[config.mk]
export PLATFORM = sky130hd
export DESIGN_NAME = idma_mc_job_sched
export DESIGN_NICKNAME = d
export VERILOG_FILES = /design/src/rtl/idma_mc_job_sched.sv
export SDC_FILE = /design/constraint.sdc
export NUM_CORES = 2
export LEC_CHECK = 0
export CORE_MARGIN = 5
export CORE_UTILIZATION = 55
export CTS_CLUSTER_SIZE = 10
export DETAILED_ROUTE_END_ITERATION = 7
export PLACE_DENSITY = 0.74
export SKIP_LAST_GASP = 1
export SLEW_MARGIN = 5
export SYNTH_ARGS = -nofsm -noshare
export SYNTH_HDL_FRONTEND = slang
export SYNTH_SLANG_ARGS = --single-unit
[constraint.sdc]
create_clock -name clk_i -period 15.75 [get_ports clk_i]
set_input_delay 4.725 -clock clk_i [delete_from_list [all_inputs] [get_ports clk_i]]
set_output_delay 4.725 -clock clk_i [all_outputs]
set_load 0.05 [all_outputs]
[src/rtl/idma_mc_job_sched.sv]
// Multi-channel iDMA job scheduler: per-channel job FIFOs and transfer-ID counters,
// round-robin grant into a registered backend slot, in-order retire FIFO for responses.
// Optional macro IDMA_MC_PRIO_EN adds ch_prio_i to favour prioritised channels.
module idma_mc_job_sched #(
  parameter int unsigned NumChannels    = 4,
  parameter int unsigned JobWidth       = 128,
  parameter int unsigned FifoDepth      = 4,
  parameter int unsigned MaxOutstanding = 8,
  parameter int unsigned IdWidth        = 32,
  parameter int unsigned ChIdxWidth     = (NumChannels > 1) ? $clog2(NumChannels) : 1
) (
  input  logic                            clk_i,
  input  logic                            rst_i,
  input  logic [NumChannels*JobWidth-1:0] ch_req_i,
  input  logic [NumChannels-1:0]          ch_valid_i,
`ifdef IDMA_MC_PRIO_EN
  input  logic [NumChannels-1:0]          ch_prio_i,
`endif
  output logic [NumChannels-1:0]          ch_ready_o,
  output logic [NumChannels*IdWidth-1:0]  ch_next_id_o,
  output logic [NumChannels*IdWidth-1:0]  ch_done_id_o,
  output logic [NumChannels-1:0]          ch_busy_o,
  output logic [JobWidth-1:0]             be_req_o,
  output logic [ChIdxWidth-1:0]           be_chan_o,
  output logic                            be_valid_o,
  input  logic                            be_ready_i,
  input  logic                            be_rsp_valid_i,
  output logic                            be_rsp_ready_o
);

  localparam int unsigned FifoPtrW = (FifoDepth > 1) ? $clog2(FifoDepth) : 1;
  localparam int unsigned FifoCntW = $clog2(FifoDepth + 1);
  localparam int unsigned RetPtrW  = (MaxOutstanding > 1) ? $clog2(MaxOutstanding) : 1;
  localparam int unsigned RetCntW  = $clog2(MaxOutstanding + 1);
  localparam int unsigned InflW    = RetCntW + 1;

  typedef logic [JobWidth-1:0]   job_t;
  typedef logic [ChIdxWidth-1:0] chan_t;
  typedef logic [IdWidth-1:0]    id_t;

  job_t                fifo_mem_q [NumChannels][FifoDepth];
  logic [FifoPtrW-1:0] fifo_wr_q  [NumChannels];
  logic [FifoPtrW-1:0] fifo_rd_q  [NumChannels];
  logic [FifoCntW-1:0] fifo_cnt_q [NumChannels];
  id_t                 next_id_q  [NumChannels];
  id_t                 done_id_q  [NumChannels];

  chan_t               ret_mem_q [MaxOutstanding];
  logic [RetPtrW-1:0]  ret_wr_q, ret_rd_q;
  logic [RetCntW-1:0]  ret_cnt_q;

  job_t  be_req_q;
  chan_t be_chan_q;
  logic  be_valid_q;
  chan_t rr_q;

  logic [NumChannels-1:0] fifo_nonempty, fifo_full, ch_push, ch_pop, ch_retire, cand;
  logic                   any_cand, be_slot_free, room, grant, be_hs, rsp_pop;
  logic [InflW-1:0]       inflight;
  chan_t                  grant_idx, ret_head;

  function automatic logic [FifoPtrW-1:0] fifo_ptr_inc(input logic [FifoPtrW-1:0] p);
    return (p == FifoPtrW'(FifoDepth - 1)) ? '0 : p + FifoPtrW'(1);
  endfunction

  function automatic logic [RetPtrW-1:0] ret_ptr_inc(input logic [RetPtrW-1:0] p);
    return (p == RetPtrW'(MaxOutstanding - 1)) ? '0 : p + RetPtrW'(1);
  endfunction

  // First candidate at or after 'start', wrapping around the channel ring.
  function automatic chan_t rr_pick(input logic [NumChannels-1:0] c_vec, input chan_t start);
    chan_t pick;
    chan_t pos;
    logic  found;
    pick  = '0;
    found = 1'b0;
    for (int unsigned i = 0; i < NumChannels; i++) begin
      pos = chan_t'((32'(start) + i) % NumChannels);
      if (!found && c_vec[pos]) begin
        found = 1'b1;
        pick  = pos;
      end
    end
    return pick;
  endfunction

  always_comb begin
    for (int c = 0; c < NumChannels; c++) begin
      fifo_nonempty[c] = (fifo_cnt_q[c] != '0);
      fifo_full[c]     = (fifo_cnt_q[c] == FifoCntW'(FifoDepth));
    end
  end

  // Ready looks only at registered occupancy, so a full FIFO never accepts even while popping.
  assign ch_ready_o = ~fifo_full & {NumChannels{~rst_i}};
  assign ch_push    = ch_valid_i & ch_ready_o;

`ifdef IDMA_MC_PRIO_EN
  assign cand = ((fifo_nonempty & ch_prio_i) != '0) ? (fifo_nonempty & ch_prio_i) : fifo_nonempty;
`else
  assign cand = fifo_nonempty;
`endif

  assign any_cand       = |cand;
  assign grant_idx      = rr_pick(cand, rr_q);
  assign be_hs          = be_valid_q & be_ready_i;
  assign ret_head       = ret_mem_q[ret_rd_q];
  assign be_rsp_ready_o = (ret_cnt_q != '0) & ~rst_i;
  assign rsp_pop        = be_rsp_valid_i & be_rsp_ready_o;
  assign inflight       = InflW'(ret_cnt_q) + InflW'(be_valid_q);
  assign room           = (inflight - InflW'(rsp_pop)) < InflW'(MaxOutstanding);
  assign be_slot_free   = ~be_valid_q | be_ready_i;
  assign grant          = be_slot_free & any_cand & room & ~rst_i;
  assign ch_pop         = grant   ? (NumChannels'(1) << grant_idx) : '0;
  assign ch_retire      = rsp_pop ? (NumChannels'(1) << ret_head)  : '0;

  // NOTE: all state updates use non-blocking assignments so every register sees pre-edge values.
  always_ff @(posedge clk_i) begin
    if (rst_i) begin
      for (int c = 0; c < NumChannels; c++) begin
        fifo_wr_q[c]  <= '0;
        fifo_rd_q[c]  <= '0;
        fifo_cnt_q[c] <= '0;
        next_id_q[c]  <= id_t'(1);
        done_id_q[c]  <= '0;
      end
      ret_wr_q   <= '0;
      ret_rd_q   <= '0;
      ret_cnt_q  <= '0;
      be_req_q   <= '0;
      be_chan_q  <= '0;
      be_valid_q <= 1'b0;
      rr_q       <= '0;
    end else begin
      for (int c = 0; c < NumChannels; c++) begin
        if (ch_push[c]) fifo_wr_q[c] <= fifo_ptr_inc(fifo_wr_q[c]);
        if (ch_pop[c])  fifo_rd_q[c] <= fifo_ptr_inc(fifo_rd_q[c]);
        fifo_cnt_q[c] <= fifo_cnt_q[c] + FifoCntW'(ch_push[c]) - FifoCntW'(ch_pop[c]);
        next_id_q[c]  <= next_id_q[c] + id_t'(ch_push[c]);
        done_id_q[c]  <= done_id_q[c] + id_t'(ch_retire[c]);
      end
      if (be_hs)   ret_wr_q <= ret_ptr_inc(ret_wr_q);
      if (rsp_pop) ret_rd_q <= ret_ptr_inc(ret_rd_q);
      ret_cnt_q <= ret_cnt_q + RetCntW'(be_hs) - RetCntW'(rsp_pop);
      if (grant) begin
        be_req_q   <= fifo_mem_q[grant_idx][fifo_rd_q[grant_idx]];
        be_chan_q  <= grant_idx;
        be_valid_q <= 1'b1;
        rr_q       <= chan_t'((32'(grant_idx) + 32'd1) % NumChannels);
      end else if (be_hs) begin
        be_valid_q <= 1'b0;
      end
    end
  end

  // NOTE: storage arrays carry no reset; the occupancy counters alone decide which entries are live.
  always_ff @(posedge clk_i) begin
    for (int c = 0; c < NumChannels; c++) begin
      if (ch_push[c]) fifo_mem_q[c][fifo_wr_q[c]] <= ch_req_i[c*JobWidth +: JobWidth];
    end
    if (be_hs) ret_mem_q[ret_wr_q] <= be_chan_q;
  end

  always_comb begin
    for (int c = 0; c < NumChannels; c++) begin
      ch_next_id_o[c*IdWidth +: IdWidth] = next_id_q[c];
      ch_done_id_o[c*IdWidth +: IdWidth] = done_id_q[c];
      ch_busy_o[c] = fifo_nonempty[c] | ((next_id_q[c] - done_id_q[c]) != id_t'(1));
    end
  end

  assign be_req_o   = be_req_q;
  assign be_chan_o  = be_chan_q;
  assign be_valid_o = be_valid_q;

endmodule

---- Word level (Yosys, flattened, before mapping) ----
Memories as Yosys holds them, arrays and structs flattened. A register that Yosys moved wholly into a read port is not among the register bits.
Index checks and enable logic that the tools add are counted.
cells by class
  eq/ne operators ......................... 18
  multiplexer cells ....................... 95
  divide/modulo/power cells ............... 0
  shift operators ......................... 2
  reductions and logical operators ........ 17
  multiply operators ...................... 0
  add/sub/neg operators ................... 38
  bitwise operators ....................... 41
  order comparisons ....................... 14
operator list
  cell                                                         number
  2-to-1 mux 512 bit                                           4
  demux 128 bit (select 2 bit)                                 4
  2-to-1 mux 128 bit                                           6
  adder 32 x 1 -> 32 bit                                       8
  binary-select mux 128 bit (select 2 bit)                     1
  2-to-1 mux 32 bit                                            8
  != test 32 x 1 -> 1 bit (second input constant)              4
  subtractor 32 bit                                            4
  2-to-1 mux 2 bit                                             20
  2-to-1 mux 1 bit                                             38
  OR 1 bit                                                     25
  2-to-1 mux 3 bit                                             8
  adder 2 x 1 -> 2 bit (second input constant)                 10
  equality test 3 bit (second input constant)                  6
  equality test 2 bit (second input constant)                  8
  greater-or-equal comparator 3 bit (second input constant)    5
  NOT 2 -> 3 bit                                               5
  adder 3 x 1 -> 3 bit                                         4
  less-than comparator 2 x 3 -> 1 bit (second input constant)  4
  less-than comparator 3 x 1 -> 1 bit (second input constant)  4
  nonzero test 3 bit                                           4
  subtractor 3 x 1 -> 3 bit                                    4
  AND 4 bit                                                    2
  binary-select mux 1 bit (select 2 bit)                       4
  other kinds (17)                                             35
word-level totals
  flip-flop bits (word level) ............. 143
  RAM bits ................................ 2348
  memories kept ........................... 7
  bits in latches ......................... 0
  output and inout port bits .............. 396
  bits of input ports ..................... 520
  word-level logic and storage cells ...... 239
  memory bits (read-only) ................. 0
memory list
  name         depth  width  read ports  clocked after Yosys merged registers in  wr ports  RTL line  text
  fifo_mem_q   4      512    1           0                                        4         41        job_t fifo_mem_q [NumChannels][FifoDepth];
  done_id_q    4      32     4           0                                        4         46        id_t done_id_q [NumChannels];
  next_id_q    4      32     4           0                                        4         45        id_t next_id_q [NumChannels];
  ret_mem_q    8      2      1           1                                        1         48        chan_t ret_mem_q [MaxOutstanding];
  fifo_cnt_q   4      3      4           0                                        4         44        logic [FifoCntW-1:0] fifo_cnt_q [NumChannels];
  fifo_rd_q    4      2      5           0                                        4         43        logic [FifoPtrW-1:0] fifo_rd_q [NumChannels];
  +1 memories  --     --     --          --                                       --        --

---- Depth between registers and ports, before layout ----
  word-level depth ........................ 19
  depth in mapped cells ................... 24
  gate-level depth less buffers ........... 23

---- Worst setup path after synthesis ----
OpenSTA, ideal clock, no wires.
  path type ............................... input -> output
  start ................................... input rst_i
  end ..................................... output ch_ready_o[0]
  required time ........................... 11025 ps
  path buffers ............................ 1
  path slack .............................. 5219 ps
  arrival time ............................ 5806 ps
  stages on the path ...................... 2
  cell sequence ........................... clkbuf_1 -> a21oi_1
on the way
  longest elaborated chain between the ends .. 2
ends and longest elaborated chain
  item                RTL line  text
  start: declaration  13        input logic rst_i,
  NOT 1 bit           95        assign ch_ready_o = ~fifo_full & {NumChannels{~rst_i}};
  AND 4 bit           95
  end: declaration    19        output logic [NumChannels-1:0] ch_ready_o,
Every way passes these cells.

---- Worst setup path in the final report ----
Ends and elaborated chain as after synthesis.

==> metrics.txt <==
status=finished with violations; failing checks=design-rule violations; Worst EP required=between 10000 and 15000 ps; leakage power=44.54 nW; Hold-fix buffers, CTS=0; Largest stage delay, worst path=840 ps; routed vias=77.35k; final setup margin=4162 ps; Worst VDD drop=roughly 600 uV; Row Count=160; top cell type by total area after synthesis=edfxtp_1; reg-to-reg endpoint=be_req_o[39]$_SDFFE_PP0P_; first-pass GRT wire length=about 480 mm; clk slew on worst S/H paths=~50 ps; critical path peak fanout=86; Layout Cells excl Fill=12.58k; Final period util=73.57%; Post-CTS Setup Inserts=0; Die W=~450 um; Tot GR Track Use=roughly a third; core area=roughly 0.19 mm^2; DR pass1 iterations=8; Hold Crit Class=flip-flop to flip-flop; chip height=between 400 and 500 um; largest net degree at the start of global routing=270; maxcap violations=0; worst path arrival time=slightly below 7000 ps; DP Wirelength=~200 mm; register area share after synthesis=about two thirds; synth warn=0; Synth async-reset ratio=0%; P&R area growth vs syn=19.23%; Startpoint Class=primary input; Reg2Reg Setup Slack=between 9000 and 10000 ps; CTS Buf Count=slightly above 300; cell with the most instances after synthesis=nand2_1; Max clock buf depth=4; synthesized area per cell=approximately 12 um^2; RePlAce Congestion=between 0.9 and 1; Setup Skew=about 87 ps; post-synthesis instance area=~0.11 mm^2; Worst Setup EP=ch_ready_o[0]; Crit-path slowest cell=clkdlybuf4s50_1; Initial Utilization=55.31%; Sink Count=~2.5k; Yosys cell types=83; unrepaired setup endpoints after global routing=false; IO Pins=a little over 900; r2r startpoint=fifo_cnt_q[0][1]$_SDFF_PP0_; drt via density=6.150; share of layout cells above drive strength 1=~4.7%; Max Clk Rate=between 80 and 90 MHz; top-area cell type share of the netlist area=roughly three fifths; Commonest cells post-synth=nand2_1 (2382), edfxtp_1 (2080), and3_1 (581); worst-skew pair later-pin latency=around 950 ps; FF-to-FF path depth=13; Crit. End Element=output port; Worst Setup Path Type=primary input to output port; worst rel slew slack=a little under an eighth; final WL=between 300 and 400 mm; post-synth net total=a little under 10k; slew of the pin with the lowest slew margin=roughly 1300 ps; number of global-route vias before repair=75.59k; Critical Path Source=rst_i; initial antenna violation count=189; Root Driver=clkbuf_16; Hold Fails Final Rpt=0; placed cell count=~12k; final setup vio count=0; Synth area leaders=edfxtp_1 (59%), nand2_1 (8.5%), dfxtp_1 (7.9%); Overflow after GRT=0; CP cell instances=buf_8, buf_4, a21oi_1, clkdlybuf4s50_1; Net count, final=10.45k; Setup WS pre-CTS=between 4000 and 5000 ps; Cells after Synth=8957; Routed Antenna Nets=0; residual DRC count=1; post-cts gate resize count=0; power density over cell area=202.5 mW/mm^2; EDFF count, synth=2080; Port-buffer cells=915; routed len/inst=around 26 um; Tmin final=about 12000 ps; fin. max-slew vios=0; die area=roughly 0.20 mm^2; Yosys reg bits=2494; Post-synth top flop=edfxtp_1; DR iter-0 viols=9114; CTS tree=yes; H-tree depth=5; filler cell count=13.86k; post-route setup TNS=0 ps
==> placed cells by master (no fill, tap or decap), drive strengths merged, types with 224 or more instances in the layout <==
master and count:
nor2 363, o21ai 378, edfxtp 2080, clkdlybuf4s50 914
inv 224, nand3 256, and3 581, dfxtp 414
clkbuf 453, a311oi 519, nand2 2382
==> where the power goes <==
| part | internal, mW | switching (mW) | leakage (nW) |
|---|---|---|---|
| clock network | 3.68 | 2.54 | 4.14 |
| logic | 3.66 | 7.87 | 18.1 |
| registers | 7.53 | 0.141 | 22.3 |
==> area by class of cell <==
class                           instances  area (um^2)  area share (%)
Sequential cell                      2494        70750           56.35
Multi-Input combinational cell       5727        31930           25.43
Timing Repair Buffer                  991         9897           7.883
Clock buffer                          453         8377           6.672
Tap cell                             2511         3142           2.502
Inverter                              219        838.3          0.6677
Antenna cell                          160        400.4          0.3189
Clock inverter                         22        224.0          0.1784
==> metal layers <==
layer	vias to the layer above	routed length (um)	track usage [%]	share of wire, %
met5	-	330	0	0.10
li1	34370	-	-	-
met3	965	31150	7.095	9.5
met2	4309	153700	50.22	47
met4	50	24520	23.22	7.5
met1	37650	118900	38.84	36
==> through the flow <==
step | cell area [um^2] | hold WS, ps | power [mW] | utilization (%)
global route | 125500 | 489.4 | 26.73 | 65.91
finish | 125600 | 468.8 | 25.43 | 65.95
global placement | 116600 | 448.2 | 18.67 | 61.22
floorplan | 105300 | 449.6 | 15.90 | -
CTS | 125200 | 465.4 | 25.29 | 65.74
detailed placement | 116600 | 453.6 | 19.03 | 61.22
==> worst min-delay path by stage <==
stage	slack [ps]	to	startpoint	cells past startpoint
after floorplan	450	flip-flop	ret_rd_q[1]$_SDFFE_PP0N_	2
after global placement	450	be_req_o[67]$_SDFFE_PP0P_	be_req_o[67]$_SDFFE_PP0P_	2
after detailed placement	450	be_req_o[113]$_SDFFE_PP0P_	be_req_o[113]$_SDFFE_PP0P_	2
after CTS	470	be_req_o[113]$_SDFFE_PP0P_	be_req_o[113]$_SDFFE_PP0P_	2
after global routing	490	be_req_o[61]$_SDFFE_PP0P_	be_req_o[61]$_SDFFE_PP0P_	2
final	470	be_req_o[110]$_SDFFE_PP0P_	be_req_o[110]$_SDFFE_PP0P_	2
==> registers in the layout, indices dropped and copies added (netlist names), named ones only <==
| name | count |
|---|---|
| fifo_rd_q | 8 |
| ret_rd_q | 3 |
| ret_wr_q | 3 |
| be_chan_o | 2 |
| be_valid_o | 1 |
| fifo_mem_q | 2048 |
| be_req_o | 128 |
| fifo_cnt_q | 12 |
| done_id_q | 128 |
| next_id_q | 128 |
| ret_cnt_q | 4 |
| fifo_wr_q | 8 |
| ret_mem_q | 16 |
| rr_q | 2 |
==> cells by family after synthesis <==
group	synth area share [%]
buffers and inverters	2.641
muxes	0.3493
DFF	67.18
and+or+nand+nor	16.59
adders and majority gates	2.310
AOI/OAI and AO/OA	8.654
xor gates and xnor gates	2.271
==> critical path, delay by kind of cell <==
kind                   cells  cell delay, ps
AOI/OAI and AO/OA          1             210
buffers and inverters      3            1790
Note: power is estimated with default switching activity, not from simulation.
